## src/rtl/alu_result_fifo_if.sv

```systemverilog
// Handshake and data bundle between an ALU result producer/consumer and alu_result_fifo.
// master drives results in and accepts the head entry; slave is the FIFO itself.
interface alu_result_fifo_if;
  logic       in_valid;
  logic       in_ready;
  logic [2:0] oper;
  logic [7:0] sum;
  logic       c_out;
  logic       out_valid;
  logic       out_ready;
  logic [2:0] out_oper;
  logic [7:0] out_sum;
  logic       out_c_out;
  logic       out_zero;

  modport master (
    output in_valid, oper, sum, c_out, out_ready,
    input  in_ready, out_valid, out_oper, out_sum, out_c_out, out_zero
  );

  modport slave (
    input  in_valid, oper, sum, c_out, out_ready,
    output in_ready, out_valid, out_oper, out_sum, out_c_out, out_zero
  );
endinterface

```

## src/rtl/alu_result_fifo.sv

```systemverilog
// ALU result FIFO: head visible one cycle after push, in_ready depends only on occupancy, full-offers are dropped (sticky drop_err).
// Define ALU_RESULT_STATS_EN to add saturating stat_total/stat_carry push counters.
module alu_result_fifo #(
  parameter int DEPTH = 4,
  parameter int CW    = 3
) (
  input  logic                clk,
  input  logic                rst,
  alu_result_fifo_if.slave    bus,
  output logic [CW-1:0]       count,
  output logic                drop_err
`ifdef ALU_RESULT_STATS_EN
  ,
  output logic [15:0]         stat_total,
  output logic [15:0]         stat_carry
`endif
);

  localparam int AW = CW - 1;

  typedef struct packed {
    logic [2:0] oper;
    logic       c_out;
    logic       zero;
    logic [7:0] sum;
  } entry_t;

  entry_t          mem [DEPTH];
  logic [AW-1:0]   wr_ptr;
  logic [AW-1:0]   rd_ptr;
  logic            push;
  logic            pop;
  entry_t          wdat;
  entry_t          head;

  assign bus.in_ready  = (count != CW'(DEPTH));
  assign bus.out_valid = (count != '0);
  assign push          = bus.in_valid && bus.in_ready;
  assign pop           = bus.out_valid && bus.out_ready;

  assign wdat.oper  = bus.oper;
  assign wdat.c_out = bus.c_out;
  assign wdat.zero  = (bus.sum == 8'h00);
  assign wdat.sum   = bus.sum;

  // Stale storage is masked so an empty FIFO always presents zeros.
  assign head          = bus.out_valid ? mem[rd_ptr] : '0;
  assign bus.out_oper  = head.oper;
  assign bus.out_c_out = head.c_out;
  assign bus.out_zero  = head.zero;
  assign bus.out_sum   = head.sum;

  always_ff @(posedge clk) begin
    if (!rst && push) begin
      mem[wr_ptr] <= wdat;
    end
  end

  // Pointers wrap naturally since DEPTH is a power of two.
  always_ff @(posedge clk) begin
    if (rst) begin
      wr_ptr   <= '0;
      rd_ptr   <= '0;
      count    <= '0;
      drop_err <= 1'b0;
    end else begin
      if (push) begin
        wr_ptr <= wr_ptr + 1'b1;
      end
      if (pop) begin
        rd_ptr <= rd_ptr + 1'b1;
      end
      case ({push, pop})
        2'b10:   count <= count + 1'b1;
        2'b01:   count <= count - 1'b1;
        default: count <= count;
      endcase
      if (bus.in_valid && !bus.in_ready) begin
        drop_err <= 1'b1;
      end
    end
  end

`ifdef ALU_RESULT_STATS_EN
  always_ff @(posedge clk) begin
    if (rst) begin
      stat_total <= '0;
      stat_carry <= '0;
    end else if (push) begin
      if (stat_total != 16'hFFFF) begin
        stat_total <= stat_total + 1'b1;
      end
      if (bus.c_out && (stat_carry != 16'hFFFF)) begin
        stat_carry <= stat_carry + 1'b1;
      end
    end
  end
`endif

endmodule

```

## src/flat_wrapper.sv

```systemverilog
// flat-port wrapper written by rule: the top's interface ports become plain ports
module alu_result_fifo_flat 
#(
  parameter int DEPTH = 4,
  parameter int CW    = 3
)
  (clk, rst, count, drop_err, bus_in_valid, bus_oper, bus_sum, bus_c_out, bus_out_ready, bus_in_ready, bus_out_valid, bus_out_oper, bus_out_sum, bus_out_c_out, bus_out_zero);
  alu_result_fifo_if bus_i ();
  input  logic clk;
  input  logic rst;
  output logic [CW-1:0] count;
  output logic drop_err;
  input wire logic [$bits(bus_i.in_valid)-1:0] bus_in_valid;
  input wire logic [$bits(bus_i.oper)-1:0] bus_oper;
  input wire logic [$bits(bus_i.sum)-1:0] bus_sum;
  input wire logic [$bits(bus_i.c_out)-1:0] bus_c_out;
  input wire logic [$bits(bus_i.out_ready)-1:0] bus_out_ready;
  output wire logic [$bits(bus_i.in_ready)-1:0] bus_in_ready;
  output wire logic [$bits(bus_i.out_valid)-1:0] bus_out_valid;
  output wire logic [$bits(bus_i.out_oper)-1:0] bus_out_oper;
  output wire logic [$bits(bus_i.out_sum)-1:0] bus_out_sum;
  output wire logic [$bits(bus_i.out_c_out)-1:0] bus_out_c_out;
  output wire logic [$bits(bus_i.out_zero)-1:0] bus_out_zero;
  assign bus_i.in_valid = bus_in_valid;
  assign bus_i.oper = bus_oper;
  assign bus_i.sum = bus_sum;
  assign bus_i.c_out = bus_c_out;
  assign bus_i.out_ready = bus_out_ready;
  assign bus_in_ready = bus_i.in_ready;
  assign bus_out_valid = bus_i.out_valid;
  assign bus_out_oper = bus_i.out_oper;
  assign bus_out_sum = bus_i.out_sum;
  assign bus_out_c_out = bus_i.out_c_out;
  assign bus_out_zero = bus_i.out_zero;
  alu_result_fifo #(.DEPTH(DEPTH), .CW(CW)) u_core (.clk(clk), .rst(rst), .bus(bus_i), .count(count), .drop_err(drop_err));
endmodule
```

## config.mk

```make
export PLATFORM = sky130hd
export DESIGN_NAME = alu_result_fifo_flat
export DESIGN_NICKNAME = d
export VERILOG_FILES = /design/src/rtl/alu_result_fifo_if.sv /design/src/rtl/alu_result_fifo.sv /design/src/flat_wrapper.sv
export SDC_FILE = /design/constraint.sdc
export NUM_CORES = 1
export LEC_CHECK = 0
export BUFFER_PORTS_ARGS = -buffer_cell sky130_fd_sc_hd__buf_4
export CAP_MARGIN = 20
export CORE_UTILIZATION = 60
export CTS_BUF_LIST = sky130_fd_sc_hd__clkbuf_16
export CTS_CLUSTER_SIZE = 40
export DETAILED_ROUTE_END_ITERATION = 10
export GPL_TIMING_DRIVEN = 1
export PLACE_DENSITY = 0.92
export SLEW_MARGIN = 5
export SYNTH_ARGS = -nofsm -noshare
export SYNTH_HDL_FRONTEND = slang
export SYNTH_SLANG_ARGS = --single-unit
```

## constraint.sdc

```tcl
create_clock -name clk -period 3.8 [get_ports clk]
set_input_delay 0.57 -clock clk [delete_from_list [all_inputs] [get_ports clk]]
set_output_delay 0.57 -clock clk [all_outputs]
set_load 0.01 [all_outputs]
```

==> flow_metrics.py, run 1 <==
metrics = {
    "run_status": {
        "status": "completed",
    },
    "detailed_routing": {
        "viasPerCell": 5.88,
        "finalWirelength_mm": 4.65,
        "vias": 1417,
        "drc": 0,
        "drt.antenna.violating_nets": 0,
        "drt_first_iter_violations": 79,
        "firstDrtPassIters": 4,
        "avgRoutedWirePerCell_um": 19.3,
    },
    "critical_path": {
        "worstPathMaxFanout": 13,
        "reg2reg_setup_slack_ns": 1.13,
        "start_to_end_type_of_the_worst_setup_path": "reg2out",
        "worstPathArrival_ns": 2.12,
        "timing.critical_path.to_type": "output port",
        "reg2reg_from": "u_core.count[2]$_SDFFE_PP0P_",
        "start_kind": "flop",
        "worstRegToRegCells": 8,
        "r2r_end": "u_core.count[2]$_SDFFE_PP0P_",
        "critical_path_required_ns": 3.23,
    },
    "synth": {
        "synthesis.yosys.warnings": 0,
        "synth_fp_nets": 163,
        "netlist_area_mm2": 0.00249,
        "synth_largest_area_cell": "sky130_fd_sc_hd__edfxtp_1",
        "synth_cell_types": 27,
        "synthesis.area_per_instance_um2": 17.7,
        "synthCells": 141,
        "synth.top_cells.by_area": "sky130_fd_sc_hd__edfxtp_1, sky130_fd_sc_hd__mux4_2, sky130_fd_sc_hd__dfxtp_1, sky130_fd_sc_hd__nor2b_1, sky130_fd_sc_hd__ha_1",
        "ys_ff_latch": 62,
        "synth_largest_type_area_fraction_pct": 62.7,
        "yosysSeqAreaShare_pct": 70.7,
    },
    "sta": {
        "timing.fmax_mhz": 372,
        "timing.setup.tns_ns": 0,
        "grt_setup_unrepaired": "false",
        "skew_ns": 0.00490,
        "worst_slew_margin_rel_pct": 41.7,
        "setup_viol": 0,
        "finalCriticalPeriod_ns": 2.69,
        "worst_slew_pin_slew_ns": 0.873,
        "timing_hold_violations_final": 0,
        "timing.final.crit_share_pct": 70.7,
        "slew_violations": 0,
        "hold_slack_ns": 0.453,
    },
    "hold_path": {
        "hold_path_end": "u_core.mem[0][10]$_DFFE_PP_",
        "depth_of_the_worst_hold_timing_path": 1,
        "holdCritPathClass": "in2reg",
        "worst_hold_startpoint": "bus_oper[0]",
    },
    "layout": {
        "area.growth.synth_to_final_pct": 25.9,
        "layout_commonest_cell": "sky130_fd_sc_hd__edfxtp_1",
        "num-fill-cells": 216,
        "nets": 208,
        "layout_common_cells": "sky130_fd_sc_hd__edfxtp_1, sky130_fd_sc_hd__buf_4, sky130_fd_sc_hd__mux4_2, sky130_fd_sc_hd__nor2b_1, sky130_fd_sc_hd__dfxtp_1",
        "drive_gt1_share_pct": 37.7,
        "antenna_cells": 0,
    },
    "place": {
        "portBuffers": 34,
        "dp_hpwl_mm": 2.85,
        "gp_routability_congestion": 0.739,
    },
    "power_and_ir_drop": {
        "power_frac_seq_pct": 38.8,
        "combinational_group_share_of_total_power_pct": 27.9,
        "p_int_mw": 1.63,
        "static-leakage-power_nw": 1.14,
        "p_switching_uw": 632,
        "power_frac_clock_pct": 33.3,
        "vdd_ir_drop_max_v": 0.000499,
        "cellPowerDensity_mw_per_mm2": 721,
        "switching_share_pct": 28.0,
    },
    "cts": {
        "worst_setup_hold_path_clk_slew_ns": 0.05,
        "post_cts_hold_buffer_count": 0,
        "cts_sinks": 62,
        "cts_resized": 0,
        "ctsRootBufferMaster": "sky130_fd_sc_hd__clkbuf_16",
        "cts_inserted_buffers": 9,
        "clock_latency_ns": 0.32,
        "cts_tree": "done",
        "cts_htree_levels": 3,
        "postCtsSetupRepairBufs": 0,
        "cts_max_path_buffers": 2,
    },
    "global_route": {
        "grt-ovfl-total": 0,
        "grt_pass1_vias": 1404,
        "grt_start_max_net_pins": 17,
        "grt_pass1_wl_mm": 7.12,
        "gr-usage-all-layers_pct": 24.3,
        "antenna_found_initial": 0,
    },
    "floorplanning": {
        "die_height_um": 66.5,
        "area_of_the_placeable_core_mm2": 0.00400,
        "pin_count": 35,
        "die_width_um": 66.5,
        "initial_util_pct": 62.3,
        "design.die.area_mm2": 0.00442,
        "floorplan_row_count": 23,
    },
    "flow_run": {
        "max-cap-violations": 0,
    },
}
## synth_stat cells
cell type / n
sky130_fd_sc_hd__edfxtp_1: 52
sky130_fd_sc_hd__mux4_2: 13
sky130_fd_sc_hd__nor2b_1: 13
sky130_fd_sc_hd__dfxtp_1: 10
sky130_fd_sc_hd__inv_1: 7
sky130_fd_sc_hd__nor2_1: 7
sky130_fd_sc_hd__ha_1: 5
sky130_fd_sc_hd__a21oi_1: 4
sky130_fd_sc_hd__nor3b_1: 4
sky130_fd_sc_hd__xor2_1: 3
sky130_fd_sc_hd__a21o_1: 2
sky130_fd_sc_hd__clkbuf_1: 2
sky130_fd_sc_hd__nand2_1: 2
sky130_fd_sc_hd__nand3_1: 2
sky130_fd_sc_hd__o21ai_0: 2
sky130_fd_sc_hd__or4_1: 2
sky130_fd_sc_hd__a21oi_2: 1
sky130_fd_sc_hd__a41oi_1: 1
sky130_fd_sc_hd__buf_1: 1
sky130_fd_sc_hd__buf_4: 1
sky130_fd_sc_hd__buf_6: 1
sky130_fd_sc_hd__fa_1: 1
sky130_fd_sc_hd__nor3_2: 1
sky130_fd_sc_hd__o31ai_1: 1
sky130_fd_sc_hd__or3_1: 1
sky130_fd_sc_hd__or3_2: 1
sky130_fd_sc_hd__or3b_1: 1
## final cells by class
type	count	area, µm²	share of cell area [%]
Clock buffer	9	225	7.18
Tap cell	50	62.6	1.99
Sequential cell	62	1760	56.1
Inverter	7	26.3	0.837
Timing Repair Buffer	39	312	9.93
Multi-Input combinational cell	67	694	22.1
Clock inverter	7	56.3	1.79
## critical path, cell delays in order (launching register included)
cell and delay [ns]:
sky130_fd_sc_hd__dfxtp_1 0.89, sky130_fd_sc_hd__mux4_2 0.59, sky130_fd_sc_hd__nor2b_1 0.15, sky130_fd_sc_hd__buf_4 0.17
## cells by family (layout without fill, tap and decap cells)
| family | after synthesis | after routing | share of synthesized area [%] |
|---|---|---|---|
| AOI/OAI and AO/OA | 11 | 11 | 2.81 |
| xor gates and xnor gates | 3 | 3 | 1.05 |
| adders and majority gates | 6 | 6 | 3.31 |
| buffers and inverters | 12 | 62 | 2.26 |
| DFF | 62 | 62 | 70.7 |
| muxes | 13 | 13 | 11.7 |
| and+or+nand+nor | 34 | 34 | 8.13 |
## power groups by stage
stage	Clock (mW)	Combinational, mW	Sequential, mW
global placement	0	0.574	0.885
detailed placement	0	0.597	0.892
global route	0.790	0.689	0.892
floorplan	0	0.386	0.851
CTS	0.765	0.609	0.881
finish	0.753	0.630	0.878
## stage by stage
step           util (%)  setup WS [ns]  cells  power, mW  instance area, µm²
2_1_floorplan         -           1.38    141       1.24                2490
3_3_place_gp       70.0           1.34    220       1.46                2800
3_5_place_dp       70.0           1.18    220       1.49                2800
4_1_cts            77.0          0.991    236       2.26                3080
5_1_grt            78.4          0.955    241       2.37                3140
6_report           78.4           1.11    241       2.26                3140
## how the worst max path moves through the flow
stage               slack [ns]                      endpoint  cells past startpoint                    startpoint
floorplan                 1.38  u_core.count[2]$_SDFFE_PP0P_                      9  u_core.count[2]$_SDFFE_PP0P_
global placement          1.34  u_core.count[2]$_SDFFE_PP0P_                      8  u_core.count[2]$_SDFFE_PP0P_
detailed placement        1.18  u_core.count[2]$_SDFFE_PP0P_                      8  u_core.count[2]$_SDFFE_PP0P_
CTS                       0.99                 bus_out_c_out                      3                          flop
global route              0.95                 bus_out_c_out                      3                          flop
finish                    1.11                bus_out_sum[7]                      3                          flop
## metal layers
metal / GRT usage (%) / wire length (µm) / vias to the layer above
met5: 0 / 0 / -
met4: 11.7 / 87 / 0
met3: 6.85 / 232 / 9
met2: 41.6 / 2530 / 51
met1: 28.0 / 1800 / 724
li1: - / - / 633
## flip-flops by register name, indices dropped and copies added (netlist names), named ones only
register,cells
u_core.mem,52
u_core.wr_ptr,2
u_core.drop_err,1
u_core.count,3
u_core.rd_ptr,2
Note: power is estimated with default switching activity, not from simulation.
==> run 2, diff against run 1 <==
--- a/config.mk
+++ b/config.mk
@@ -7,12 +7,12 @@
 export LEC_CHECK = 0
 export BUFFER_PORTS_ARGS = -buffer_cell sky130_fd_sc_hd__buf_4
 export CAP_MARGIN = 20
-export CORE_UTILIZATION = 60
+export CORE_UTILIZATION = 50
 export CTS_BUF_LIST = sky130_fd_sc_hd__clkbuf_16
 export CTS_CLUSTER_SIZE = 40
 export DETAILED_ROUTE_END_ITERATION = 10
 export GPL_TIMING_DRIVEN = 1
-export PLACE_DENSITY = 0.92
+export PLACE_DENSITY = 0.83
 export SLEW_MARGIN = 5
 export SYNTH_ARGS = -nofsm -noshare
 export SYNTH_HDL_FRONTEND = slang
==> constraint.sdc (replaced) <==
create_clock -name clk -period 2.28 [get_ports clk]
set_input_delay 0.342 -clock clk [delete_from_list [all_inputs] [get_ports clk]]
set_output_delay 0.342 -clock clk [all_outputs]
set_load 0.01 [all_outputs]
==> run 2 against run 1 <==
Net effect:
- hold slack worse by 0.23 ns
- sequential cell count unchanged
- register-to-register slack worse by 1.0 ns
==> flow_metrics.py, run 2 (synthesized netlist as in run 1, its figures left out) <==
metrics = {
    "run_status": {
        "status": "completed",
    },
    "layout": {
        "design_area_mm2": 0.00323,
        "flip_flop_count_of_the_largest_register_after_layout": 52,
        "layout_top_registers": "u_core.mem: 52 flops, u_core.count: 3 flops",
        "final_core_utilization_pct": 67.8,
        "area.growth.synth_to_final_pct": 29.4,
        "largest_register": "u_core.mem",
        "drive_gt1_share_pct": 44.9,
        "antenna_cells": 0,
        "layout_common_cells": "sky130_fd_sc_hd__edfxtp_1, sky130_fd_sc_hd__buf_4, sky130_fd_sc_hd__mux4_2, sky130_fd_sc_hd__nor2b_1, sky130_fd_sc_hd__clkbuf_16",
        "layout_commonest_cell": "sky130_fd_sc_hd__edfxtp_1",
        "nets": 214,
        "finished_layout_cells": 263,
    },
    "critical_path": {
        "worst-path-buf-inv": 1,
        "worstPathMaxFanout": 6,
        "critical_path_required_ns": 2.53,
        "crit_path_cells": "or3b_4 > nand2_4 > ha_4 > inv_1 > fa_2 > xor2_1 > or3_2 > a21oi_2",
        "worstPathArrival_ns": 2.42,
        "slowest_stage": "sky130_fd_sc_hd__or3_2",
        "start_kind": "flop",
        "start_to_end_type_of_the_worst_setup_path": "reg2reg",
        "timing.critical_path.to_type": "flop",
        "timing.critical_path.max_delay_family": "simple AND/OR/NAND/NOR gates",
        "cpPeakStageDelay_ns": 0.43,
    },
    "sta": {
        "timing.fmax_mhz": 461,
        "timing.setup.tns_ns": 0,
        "grt_setup_unrepaired": "false",
        "worst_slew_pin_slew_ns": 0.283,
        "timing.final.crit_share_pct": 95.2,
        "finalCriticalPeriod_ns": 2.17,
        "setup_viol": 0,
        "timing_hold_violations_final": 0,
        "worst_slew_margin_rel_pct": 81.0,
        "slew_violations": 0,
        "skew_ns": 0.00252,
    },
    "detailed_routing": {
        "finalWirelength_mm": 4.65,
        "drt_first_iter_violations": 121,
        "vias": 1390,
        "firstDrtPassIters": 4,
        "drc": 0,
        "drt.antenna.violating_nets": 0,
        "avgRoutedWirePerCell_um": 17.7,
        "viasPerCell": 5.29,
    },
    "global_route": {
        "gr-usage-all-layers_pct": 20.4,
        "antenna_found_initial": 0,
        "grt_pass1_vias": 1533,
        "grt-ovfl-total": 0,
        "grt_start_max_net_pins": 17,
        "grt_pass1_wl_mm": 7.43,
    },
    "cts": {
        "ctsRootBufferMaster": "sky130_fd_sc_hd__clkbuf_16",
        "clock_latency_ns": 0.32,
        "cts_tree": "done",
        "cts_htree_levels": 3,
        "worst_setup_hold_path_clk_slew_ns": 0.05,
        "cts_max_path_buffers": 2,
        "cts_sinks": 62,
        "cts_inserted_buffers": 9,
    },
    "flow_run": {
        "max-cap-violations": 0,
    },
    "place": {
        "gp_routability_congestion": 0.677,
        "portBuffers": 34,
        "dp_hpwl_mm": 3.06,
        "place.detailed.instances": 247,
        "placement.cell_area_mm2": 0.00292,
    },
    "floorplanning": {
        "pin_count": 35,
        "design.die.area_mm2": 0.00527,
        "die_height_um": 72.6,
        "initial_util_pct": 52.4,
        "area_of_the_placeable_core_mm2": 0.00475,
        "die_width_um": 72.6,
        "floorplan_row_count": 25,
    },
    "power_and_ir_drop": {
        "cellPowerDensity_mw_per_mm2": 1190,
        "vdd_ir_drop_max_v": 0.000781,
        "static-leakage-power_nw": 1.16,
        "design_power_total_mw": 3.85,
    },
    "hold_path": {
        "holdCritPathClass": "in2reg",
    },
}
run 2: changes by cell type in the layout (fill, tap and decap cells not counted), moves of 2 or more:
cell / change
sky130_fd_sc_hd__buf_4: +11
sky130_fd_sc_hd__dfxtp_1: -3
sky130_fd_sc_hd__dfxtp_4: +2
sky130_fd_sc_hd__buf_6: -5
run 2: final cells by class:
| cell class | count | area (µm²) |
|---|---|---|
| inverters | 7 | 26.3 |
| clock buffers | 9 | 225 |
| repair buffers | 45 | 338 |
| fillers | 334 | 1530 |
| clock inverters | 6 | 53.8 |
| well taps | 67 | 83.8 |
| flip-flops and latches | 62 | 1770 |
| multi-input cells | 67 | 728 |
run 2: worst paths after layout:
| path | depth (start not counted) | startpoint | slack [ns] | end |
|---|---|---|---|---|
| min | 1 | bus_oper[0] | 0.22 | u_core.mem[2][10]$_DFFE_PP_ |
| min reg2reg | 2 | u_core.drop_err$_SDFFE_PP0P_ | 0.49 | u_core.drop_err$_SDFFE_PP0P_ |
| max | 8 | u_core.count[1]$_SDFFE_PP0P_ | 0.11 | u_core.count[2]$_SDFFE_PP0P_ |
| max reg2reg | 8 | u_core.count[1]$_SDFFE_PP0P_ | 0.11 | u_core.count[2]$_SDFFE_PP0P_ |
run 2: what timing repair did:
action,4_1_cts,5_1_grt
setup buffers,0,1
gates resized for setup,2,4
setup endpoints to repair,1,1
hold buffers,0,0
pin swaps,0,2
run 2: per-stage QoR:
step / hold slack [ns] / setup WS, ns
5_1_grt: 0.210 / 0.0238
3_5_place_dp: 0.476 / -0.0353
3_3_place_gp: 0.472 / 0.144
6_report: 0.219 / 0.109
4_1_cts: 0.208 / 0.0426
2_1_floorplan: 0.441 / 0.0101
run 2: power by group:
group | total [mW] | internal (mW) | leakage (nW) | switching (mW)
clock network | 1.26 | 0.825 | 0.142 | 0.438
registers | 1.39 | 1.34 | 0.561 | 0.0519
logic | 1.20 | 0.617 | 0.460 | 0.582
run 2: routing by layer:
layer,up-vias,part of all wire [%],global-route usage [%]
met1,693,39,21.8
met2,44,54,35.7
met4,0,3.1,13.1
met3,12,4.0,5.25
li1,641,-,-
met5,-,0,0
run 2: worst reg2reg max path: cells and delay by family (launching register included):
family	cells	cell delay [ns]
flops	1	0.36
simple gates	3	0.93
xor+xnor	1	0.16
buf+inv	1	0.05
compound gates	1	0.13
fa+ha+maj	2	0.48
